[src/rtl/rgb2lab_pkg.sv]
// Shared definitions for the RGB->lab stream controller.
// Contents: pixel and lab word widths, FSM state encoding, and the default
// frame size (640x480).
package rgb2lab_pkg;

  localparam int PIX_W         = 8;
  localparam int LAB_W         = 16;
  localparam int FRAME_PIX_DEF = 307200;

  typedef enum logic [1:0] {
    S_IDLE   = 2'd0,
    S_SETTLE = 2'd1,
    S_OUT    = 2'd2
  } state_t;

endpackage

[src/rtl/rgb2lab_stream_ctrl_pixel_frame_counter.sv]
// pixel_frame_counter: position of the current result within its frame.
// Ports:
//   i_clk, i_rst (sync, active-low)
//   i_inc        one output transfer completed this cycle
//   o_pix_cnt    index of the result being presented within its frame
//   o_last       o_pix_cnt is the final pixel of the frame
//   o_frame_cnt  completed frames, wraps 255->0
module pixel_frame_counter
  import rgb2lab_pkg::*;
#(
  parameter int FRAME_PIX = FRAME_PIX_DEF,
  parameter int PIX_CNT_W = 19
) (
  input  logic                 i_clk,
  input  logic                 i_rst,
  input  logic                 i_inc,
  output logic [PIX_CNT_W-1:0] o_pix_cnt,
  output logic                 o_last,
  output logic [7:0]           o_frame_cnt
);

  localparam logic [PIX_CNT_W-1:0] LAST_IDX = PIX_CNT_W'(FRAME_PIX - 1);

  assign o_last = (o_pix_cnt == LAST_IDX);

  always_ff @(posedge i_clk) begin
    if (!i_rst) begin
      o_pix_cnt   <= '0;
      o_frame_cnt <= '0;
    end else if (i_inc) begin
      if (o_last) begin
        o_pix_cnt   <= '0;
        o_frame_cnt <= o_frame_cnt + 8'd1;
      end else begin
        o_pix_cnt   <= o_pix_cnt + PIX_CNT_W'(1);
      end
    end
  end

endmodule

[src/rtl/rgb2lab_stream_ctrl.sv]
// rgb2lab_stream_ctrl: sequences pixels through the combinational RGB->lab
// converter. A pixel accepted on the input handshake is held on o_conv_R/G/B
// for SETTLE_CYC cycles (multicycle path budget), the converter result is
// captured bit-exact into o_l/o_a/o_b and offered on the output handshake.
// Ports:
//   i_clk, i_rst (sync, active-low)
//   i_valid/o_ready, i_R/i_G/i_B         input pixel handshake
//   o_conv_R/G/B                          registered converter inputs
//   i_conv_l/a/b                          converter outputs (3.13)
//   o_valid/i_ready, o_l/o_a/o_b          result handshake (3.13)
//   o_eof                                 result is last pixel of frame
//   o_frame_cnt                           completed frames, wraps 255->0
//   o_busy                                controller not idle
// Optional build macro RGB2LAB_STATS_EN adds per-frame sum of o_l:
//   o_frame_l_sum, o_stats_valid (one-cycle pulse after the eof transfer).
module rgb2lab_stream_ctrl
  import rgb2lab_pkg::*;
#(
  parameter int SETTLE_CYC = 2,
  parameter int FRAME_PIX  = FRAME_PIX_DEF,
  parameter int PIX_CNT_W  = 19
) (
  input  logic             i_clk,
  input  logic             i_rst,
  input  logic             i_valid,
  output logic             o_ready,
  input  logic [PIX_W-1:0] i_R,
  input  logic [PIX_W-1:0] i_G,
  input  logic [PIX_W-1:0] i_B,
  output logic [PIX_W-1:0] o_conv_R,
  output logic [PIX_W-1:0] o_conv_G,
  output logic [PIX_W-1:0] o_conv_B,
  input  logic [LAB_W-1:0] i_conv_l,
  input  logic [LAB_W-1:0] i_conv_a,
  input  logic [LAB_W-1:0] i_conv_b,
  output logic             o_valid,
  input  logic             i_ready,
  output logic [LAB_W-1:0] o_l,
  output logic [LAB_W-1:0] o_a,
  output logic [LAB_W-1:0] o_b,
  output logic             o_eof,
  output logic [7:0]       o_frame_cnt,
  output logic             o_busy
`ifdef RGB2LAB_STATS_EN
  ,
  output logic [PIX_CNT_W+15:0] o_frame_l_sum,
  output logic                  o_stats_valid
`endif
);

  generate
    if (SETTLE_CYC < 1 || SETTLE_CYC > 15) begin : g_bad_settle
      $error("rgb2lab_stream_ctrl: SETTLE_CYC must be in 1..15");
    end
    if (FRAME_PIX < 2 || longint'(FRAME_PIX) > (longint'(1) << PIX_CNT_W)) begin : g_bad_frame
      $error("rgb2lab_stream_ctrl: FRAME_PIX must be in 2..2^PIX_CNT_W");
    end
  endgenerate

  localparam logic [3:0] SETTLE_LAST = 4'(SETTLE_CYC - 1);

  state_t     state, state_nxt;
  logic [3:0] settle_cnt;
  logic       accept, xfer, capture, last_pix;
  // Only the last-pixel flag is needed here; the index itself stays internal.
  logic [PIX_CNT_W-1:0] pix_idx_unused;

  always_comb begin
    state_nxt = state;
    o_ready   = 1'b0;
    case (state)
      S_IDLE: begin
        o_ready = 1'b1;
        if (i_valid) state_nxt = S_SETTLE;
      end
      S_SETTLE: begin
        if (settle_cnt == SETTLE_LAST) state_nxt = S_OUT;
      end
      S_OUT: begin
        // Completing a result frees the converter inputs in the same cycle.
        o_ready = i_ready;
        if (i_ready) state_nxt = i_valid ? S_SETTLE : S_IDLE;
      end
      default: state_nxt = S_IDLE;
    endcase
    if (!i_rst) o_ready = 1'b0;
  end

  assign accept  = i_valid & o_ready;
  assign xfer    = o_valid & i_ready;
  assign capture = (state == S_SETTLE) && (settle_cnt == SETTLE_LAST);
  assign o_busy  = (state != S_IDLE);
  assign o_eof   = o_valid & last_pix;

  // Stage boundary: accept -> converter inputs held, settle window counted
  always_ff @(posedge i_clk) begin
    if (!i_rst) begin
      state      <= S_IDLE;
      settle_cnt <= '0;
      o_conv_R   <= '0;
      o_conv_G   <= '0;
      o_conv_B   <= '0;
    end else begin
      state <= state_nxt;
      if (accept) begin
        o_conv_R   <= i_R;
        o_conv_G   <= i_G;
        o_conv_B   <= i_B;
        settle_cnt <= '0;
      end else if (state == S_SETTLE) begin
        settle_cnt <= settle_cnt + 4'd1;
      end
    end
  end

  // Stage boundary: settled converter output -> result registers
  always_ff @(posedge i_clk) begin
    if (!i_rst) begin
      o_l     <= '0;
      o_a     <= '0;
      o_b     <= '0;
      o_valid <= 1'b0;
    end else begin
      if (capture) begin
        o_l <= i_conv_l;
        o_a <= i_conv_a;
        o_b <= i_conv_b;
      end
      o_valid <= (state_nxt == S_OUT);
    end
  end

  pixel_frame_counter #(
    .FRAME_PIX (FRAME_PIX),
    .PIX_CNT_W (PIX_CNT_W)
  ) u_pix_cnt (
    .i_clk       (i_clk),
    .i_rst       (i_rst),
    .i_inc       (xfer),
    .o_pix_cnt   (pix_idx_unused),
    .o_last      (last_pix),
    .o_frame_cnt (o_frame_cnt)
  );

`ifdef RGB2LAB_STATS_EN
  logic [PIX_CNT_W+15:0] l_acc;
  logic [PIX_CNT_W+15:0] l_acc_nxt;

  assign l_acc_nxt = l_acc + {{PIX_CNT_W{1'b0}}, o_l};

  always_ff @(posedge i_clk) begin
    if (!i_rst) begin
      l_acc         <= '0;
      o_frame_l_sum <= '0;
      o_stats_valid <= 1'b0;
    end else begin
      o_stats_valid <= 1'b0;
      if (xfer) begin
        if (last_pix) begin
          o_frame_l_sum <= l_acc_nxt;
          l_acc         <= '0;
          o_stats_valid <= 1'b1;
        end else begin
          l_acc <= l_acc_nxt;
        end
      end
    end
  end
`endif

endmodule

[config.mk]
export PLATFORM = sky130hd
export DESIGN_NAME = rgb2lab_stream_ctrl
export DESIGN_NICKNAME = d
export VERILOG_FILES = /design/src/rtl/rgb2lab_pkg.sv /design/src/rtl/rgb2lab_stream_ctrl_pixel_frame_counter.sv /design/src/rtl/rgb2lab_stream_ctrl.sv
export SDC_FILE = /design/constraint.sdc
export NUM_CORES = 1
export LEC_CHECK = 0
export ABC_AREA = 0
export CAP_MARGIN = 5
export CORE_UTILIZATION = 43
export DETAILED_ROUTE_END_ITERATION = 8
export PLACE_DENSITY = 0.82
export SYNTH_ARGS = -nofsm -noshare
export SYNTH_HDL_FRONTEND = slang
export SYNTH_SLANG_ARGS = --single-unit
export TNS_END_PERCENT = 50
[constraint.sdc]
create_clock -name i_clk -period 1.95 [get_ports i_clk]
set_clock_uncertainty 0.1 [all_clocks]
set_input_delay 0.4875 -clock i_clk [delete_from_list [all_inputs] [get_ports i_clk]]
set_output_delay 0.4875 -clock i_clk [all_outputs]
set_load 0.005 [all_outputs]
==> key figures <==
Status
  – Status: complete, but fails checks
  – Failing checks: negative setup slack

Timing
  – Hold violation total from the final report: 0
  – Fin worst setup slack: -0.118 ns
  – Slew headroom: between 60 and 70%
  – Fin crit share: 106%
  – Tmin final: slightly above 2 ns
  – Slew Limit Fails: 0
  – Setup violations, final: 1
  – RSZ-0062 raised after global routing: yes
  – Fmax: 484 MHz
  – Slew of the pin with the lowest slew margin: 0.503 ns

Global routing
  – Largest net degree at the start of global routing: just under 50
  – GRT overflow: 0
  – Vias in the first global route: 4042
  – Initial antenna violation count: 0
  – Total track usage: 23.2%
  – First-pass GRT wire length: 18600 um

Synthesis
  – Post-synthesis register bit count: roughly 110
  – Synth Area in XOR/XNOR: 2.35%
  – Simple-gate share of the synthesized area: 26.3%
  – Syn. warnings: 0
  – Predominant post-synthesis flop cell: dfxtp_1
  – EDFF count, synth: 0
  – Synth Net Count: just under 600
  – Gate Count Post-Synth: around 510
  – Proportion of netlist area held by the largest area contributor: 51.8%
  – Async set-reset flop share out of synthesis: 0%
  – Library cells used by synthesis: 35
  – Dominant cell type by area after synthesis: dfxtp_1
  – Post-synthesis sequential area ratio: roughly 52%
  – Synth Area per Inst: 8.09 um2
  – Top post-synthesis cells by area: dfxtp_1 52%, nand2_1 15%, a21oi_1 11%
  – Post-Syn Area: slightly above 4000 um2
  – Adder-Cell Fraction of Synth Area: around 1.2%
  – Synth Area in Compound Gates: 14.3%
  – Post-synthesis mux area share: 0.244%
  – Main combinational cell family by area after synthesis: simple AND/OR/NAND/NOR gates

Critical path
  – Crit Reg-Reg Startpoint: u_pix_cnt.o_pix_cnt[0]$_SDFFE_PN0P_
  – Worst Setup Path Type: flip-flop to output pin
  – Critical path endpoint category: output pin
  – Worst setup path startpoint: u_pix_cnt.o_pix_cnt[3]$_SDFFE_PN0P_
  – Critical path required time: approximately 1.4 ns
  – Critical Path Fanout Max: 2
  – Worst R2R Setup Slack: 0.04 ns
  – CP Launch Type: flip-flop
  – Critical Path AT: 1.48 ns

Routing
  – Routed WL: 11700 um
  – Vias per cell: 4.98
  – Drt wl/cell: around 14 um
  – # DRC: 0
  – DR iter-0 viols: about 150
  – Post-route ant nets: 0
  – Pre-antenna DRT Iters: 4
  – Via count: 4157

Finish
  – Fin util: 69.7%
  – Layout cells sized above 1: a little over an eighth
  – Most frequent cells in the layout: 164 x nand2_1, 153 x clkdlybuf4s50_1, 97 x dfxtp_1, 90 x a21oi_1, 48 x buf_4
  – Register Area: 2130 um2
  – # diodes: 0
  – Area of the multi-input gates: ~1900 um2
  – Layout fillers: 728
  – Nets: 781
  – Area delta synth->final: 57.0%
  – Commonest non-fill, non-tap cell in the layout: nand2_1

Clock tree
  – # H-tree levels: 3
  – Cts bufs inserted: 9
  – CTS tree: built
  – TritonCTS Sinks: 106
  – Skew-Pair Late Insertion Delay: 0.37 ns
  – Root buf cell: clkbuf_8
  – Clk slew on worst S/H paths: 0.11 ns
  – Clock Path Buffers: 2

Floorplan
  – Die W: approximately 100 um
  – Vert. Die Dim: 99.7 um
  – # rows: 35
  – Die area: 9930 um2
  – Initial core utilization: 44.4%
  – Core area: 9240 um2
  – Num ports: 160

Power
  – VDD IR max: 0.000497 V
  – Pleak: 2.36 nW
  – Pwr Density: 626 nW/um2

Place
  – Gp weighted congestion: 0.793
  – Setup WS pre-CTS: -0.477 ns
  – Port Buffer Count: 159
  – Post-DP HPWL: 8250 um

Min path
  – Hold Crit Start: o_conv_R[5]$_SDFFE_PN0P_
  – Hold Crit Class: flip-flop to flip-flop

Flow run
  – Max-cap viol count: 0
area by class of cell:
cell class / count / area share (%)
well taps: 129 / 2.51
clock buffers: 9 / 1.92
inverters: 7 / 0.408
multi-input cells: 363 / 28.8
repair buffers: 214 / 32.2
clock inverters: 6 / 0.972
flip-flops and latches: 106 / 33.1
power breakdown:
group          internal (W)  switching, W
clock network      0.000492      0.000802
registers           0.00222     0.0000309
logic              0.000299      0.000189
total               0.00301       0.00102
metrics by stage:
stage / hold slack, ns / power (W) / instances / TNS, ns / cell area, um2
finish: 0.358 / 0.00403 / 834 / -0.118 / 6440
global route: 0.380 / 0.00420 / 834 / -0.251 / 6440
CTS: 0.360 / 0.00406 / 828 / -0.277 / 6350
detailed placement: 0.346 / 0.00279 / 812 / -11.26 / 6140
global placement: 0.341 / 0.00277 / 812 / -7.46 / 6140
floorplan: 0.347 / 0.00245 / 507 / 0 / 4100
registers in the layout (all words and copies together), names as in the netlist:
signal	cells
o_valid	1
u_pix_cnt.o_pix_cnt	19
state	2
settle_cnt	4
o_conv_B	8
u_pix_cnt.o_frame_cnt	8
o_b	16
o_conv_G	8
o_l	16
o_conv_R	8
o_a	16
synthesized netlist by cell type, types with 2 or more instances:
| cell type | n |
|---|---|
| a21oi_1 | 91 |
| and2_1 | 7 |
| and3_1 | 5 |
| and4_1 | 2 |
| buf_2 | 5 |
| clkbuf_1 | 23 |
| dfxtp_1 | 106 |
| ha_1 | 4 |
| inv_1 | 6 |
| nand2_1 | 164 |
| nand2b_1 | 4 |
| nand3_1 | 8 |
| nand4_1 | 6 |
| nand4_2 | 2 |
| nor2_1 | 16 |
| nor2b_1 | 2 |
| nor4_1 | 2 |
| o21ai_0 | 5 |
| o31ai_1 | 11 |
| or3_1 | 5 |
| or4_1 | 10 |
| xnor2_1 | 2 |
| xor2_1 | 9 |
layer usage:
metal / vias to the layer above / track usage, % / share of wire (%)
met3: 23 / 9.00 / 7.3
met2: 120 / 41.3 / 51
li1: 2081 / - / -
met5: - / 0 / 0
met4: 0 / 7.13 / 1.9
met1: 1933 / 25.5 / 40
timing repair:
item | 4_1_cts | 5_1_grt
hold buffers | 0 | 0
buffers inserted | 1 | 6
endpoints found under the setup margin | 6 | 55
pin swaps | 4 | 3
gates resized for setup | 15 | 12
worst max-delay path, cell delays in order (launching register included):
cell and delay (ns):
dfxtp_1 0.38, and2_1 0.19, nand2_1 0.12, nor4_2 0.28
buf_2 0.15
path summary, 6_finish.rpt:
kind | endpoint | cells past startpoint
min reg2reg | o_conv_R[5]$_SDFFE_PN0P_ | 2
max | o_eof | 4
max reg2reg | u_pix_cnt.o_pix_cnt[16]$_SDFFE_PN0P_ | 7
min | o_conv_R[5]$_SDFFE_PN0P_ | 2
cell families (layout without fill, tap and decap cells):
group,after synthesis,count (layout)
buffers and inverters,38,236
AO/OA/AOI/OAI,110,110
multiplexers,1,1
AND/OR/NAND/NOR,237,237
flip-flops,106,106
adder cells (fa/ha/maj),4,4
XOR/XNOR,11,11
No activity file was read; power rests on OpenSTA's default activity.
==> patch: new RTL, same settings <==
Change the package constant `LAB_W` from 16 to 32.
--- a/src/rtl/rgb2lab_pkg.sv
+++ b/src/rtl/rgb2lab_pkg.sv
@@ -6,3 +6,3 @@
   localparam int PIX_W         = 8;
-  localparam int LAB_W         = 16;
+  localparam int LAB_W         = 32;
   localparam int FRAME_PIX_DEF = 307200;
Interface: changed (6 resized); port bits go from 160 to 256. The function was not compared with the original's and may differ.
==> patch against the unedited design <==
- clock power is 140% higher
- the flow still finishes with violations (negative setup slack)
- area after synthesis is 40% higher
- largest power group unchanged
- largest cell class is now non-clock buffers
- wire length is 47% higher
- design area is 47% higher
- power is 75% higher
- die area is 39% higher
- sequential cell count is 48 higher
- setup slack worse by 0.15 ns
==> patch: results (changes against the unedited design) <==
stage,metric,value,unit,change
outcome,status,"complete, but fails checks",,
outcome,violations,negative setup slack,,
synth,synth_nets,843,,+44%
place,pre_cts_slack,-0.391,ns,+0.0859 ns
place,place_area,8840,um^2,+44%
synth,ys_seq_area_share,53.8,%,+2.1 points
critical_path,cp.arrival,1.63,ns,+0.15 ns
cts,clockBufferDepth,2,,unchanged
hold_path,worstHoldPathType,flip-flop to flip-flop,,
timing,setup_ws,-0.266,ns,-0.148 ns
cts,clk_latency,0.41,ns,+0.04 ns
place,portBuffers,255,,+60%
place,gp_congestion,0.818,,+3.1%
pwr,p_leak,0.00343,uW,+45%
timing,setup_tns,-0.606,ns,-0.488 ns
synth,avgSynthCellArea,8.01,um^2,-0.98%
grt,antenna_found_initial,0,,unchanged
synth,ys_warn_count,0,,unchanged
cts,clk_pin_slew,0.06,ns,-0.05 ns
final_layout,antenna_cells,0,,unchanged
synth,ys_top_cells_by_count,"nand2_1, dfxtp_1, a21oi_1, clkbuf_1, nor2_1",,
grt,grt_pass1_vias,5786,,+43%
synth,synth_area_leaders,"dfxtp_1, nand2_1, a21oi_1, clkbuf_1, xor2_1",,
cts,root_buffer,clkbuf_16,,
pwr,ir_drop,0.000594,V,+19%
grt,track_usage,25.1,%,+1.8 points
final_layout,reg.largest.list,"o_a: 32 flops, o_b: 32 flops, o_l: 32 flops",,
routing,wl_per_cell,14.5,um,+3.8%
final_layout,drive_above_1_share,10.7,%,-2.4 points
synth,ys_types,37,,+5.7%
cts,h-tree-depth,4,,+1
routing,drtIter0Drc,398,,+160%
grt,grt_pass1_wl,27600,um,+49%
final_layout,nets,1127,,+44%
synth,async_flop_share,0,%,unchanged
timing,setup_viol_count_final,6,,+5
grt,grt_max_degree,69,,+41%
critical_path,critPathMaxFanout,2,,unchanged
timing,relSlewSlack,76.0,%,+9.6 points
place,post-dp-hpwl,12000,um,+45%
routing,via_count,5884,,+42%
cts,numCtsBuffers,17,,+8
routing,first_pass_iters,5,,+1
patch: cell types whose count changed in the layout (fill, tap and decap cells not counted), moves of 4 or more:
cell | before | now
a21oi_1 | 90 | 136
dfxtp_1 | 97 | 146
clkbuf_16 | 0 | 17
clkbuf_8 | 9 | 4
clkdlybuf4s50_1 | 153 | 248
clkinvlp_4 | 0 | 4
nand2_1 | 164 | 257
patch: per-layer routing:
| metal | routed length, um | track usage (%) | vias up |
|---|---|---|---|
| met5 | 0 | 0 | - |
| met4 | 432 | 11.0 | 0 |
| met3 | 1280 | 8.56 | 34 |
| met2 | 8950 | 44.7 | 204 |
| met1 | 6520 | 26.6 | 2719 |
| li1 | - | - | 2927 |
patch: cell type report:
type	count	area (um^2)
clock buffer	24	492
clock inverter	6	65.1
fill	969	3350
inverter	7	28.8
multi-input combinational	507	2480
sequential	154	3100
tap	172	215
timing repair buffer	312	3100
patch: kinds of logic after synthesis:
family	share of synthesized area [%]
AO/OA/AOI/OAI	14.3
XOR/XNOR	1.84
adder cells (fa/ha/maj)	0.874
buffers and inverters	3.85
flip-flops	53.8
multiplexers	0.175
AND/OR/NAND/NOR	25.1
patch: repair_timing:
item                       in CTS  in global routing
pin swaps                       3                  6
setup endpoints to repair       7                 10
buffers inserted                1                  3
gates resized for setup        16                 14
hold buffers                    0                  0
patch: worst paths after layout:
| check | start | end | slack [ns] | cells after the start |
|---|---|---|---|---|
| worst min-delay path | o_conv_B[4] | o_conv_B[4] | 0.35 | 2 |
| worst min register to register | o_conv_B[4] | o_conv_B[4] | 0.35 | 2 |
| worst max register to register | u_pix_cnt.o_pix_cnt[17] | u_pix_cnt.o_frame_cnt[5] | -0.09 | 7 |
| worst max-delay path | u_pix_cnt.o_pix_cnt[17] | o_eof | -0.27 | 4 |
patch: stage by stage:
step           instances  hold WS [ns]
2_1_floorplan        715         0.341
5_1_grt             1182         0.373
4_1_cts             1181         0.354
6_report            1182         0.351
3_5_place_dp        1150         0.345
3_3_place_gp        1150         0.341
patch: power breakdown:
part / total [uW] / switching [uW] / internal, uW
registers: 3260 / 39.2 / 3220
clock network: 3100 / 1230 / 1880
logic: 687 / 259 / 428
patch: worst max-delay path: stages, from the launching register on:
cell     delay [ns]
dfxtp_2        0.34
nor4b_4        0.27
nand4_2        0.18
nor4_2         0.28
buf_2          0.15
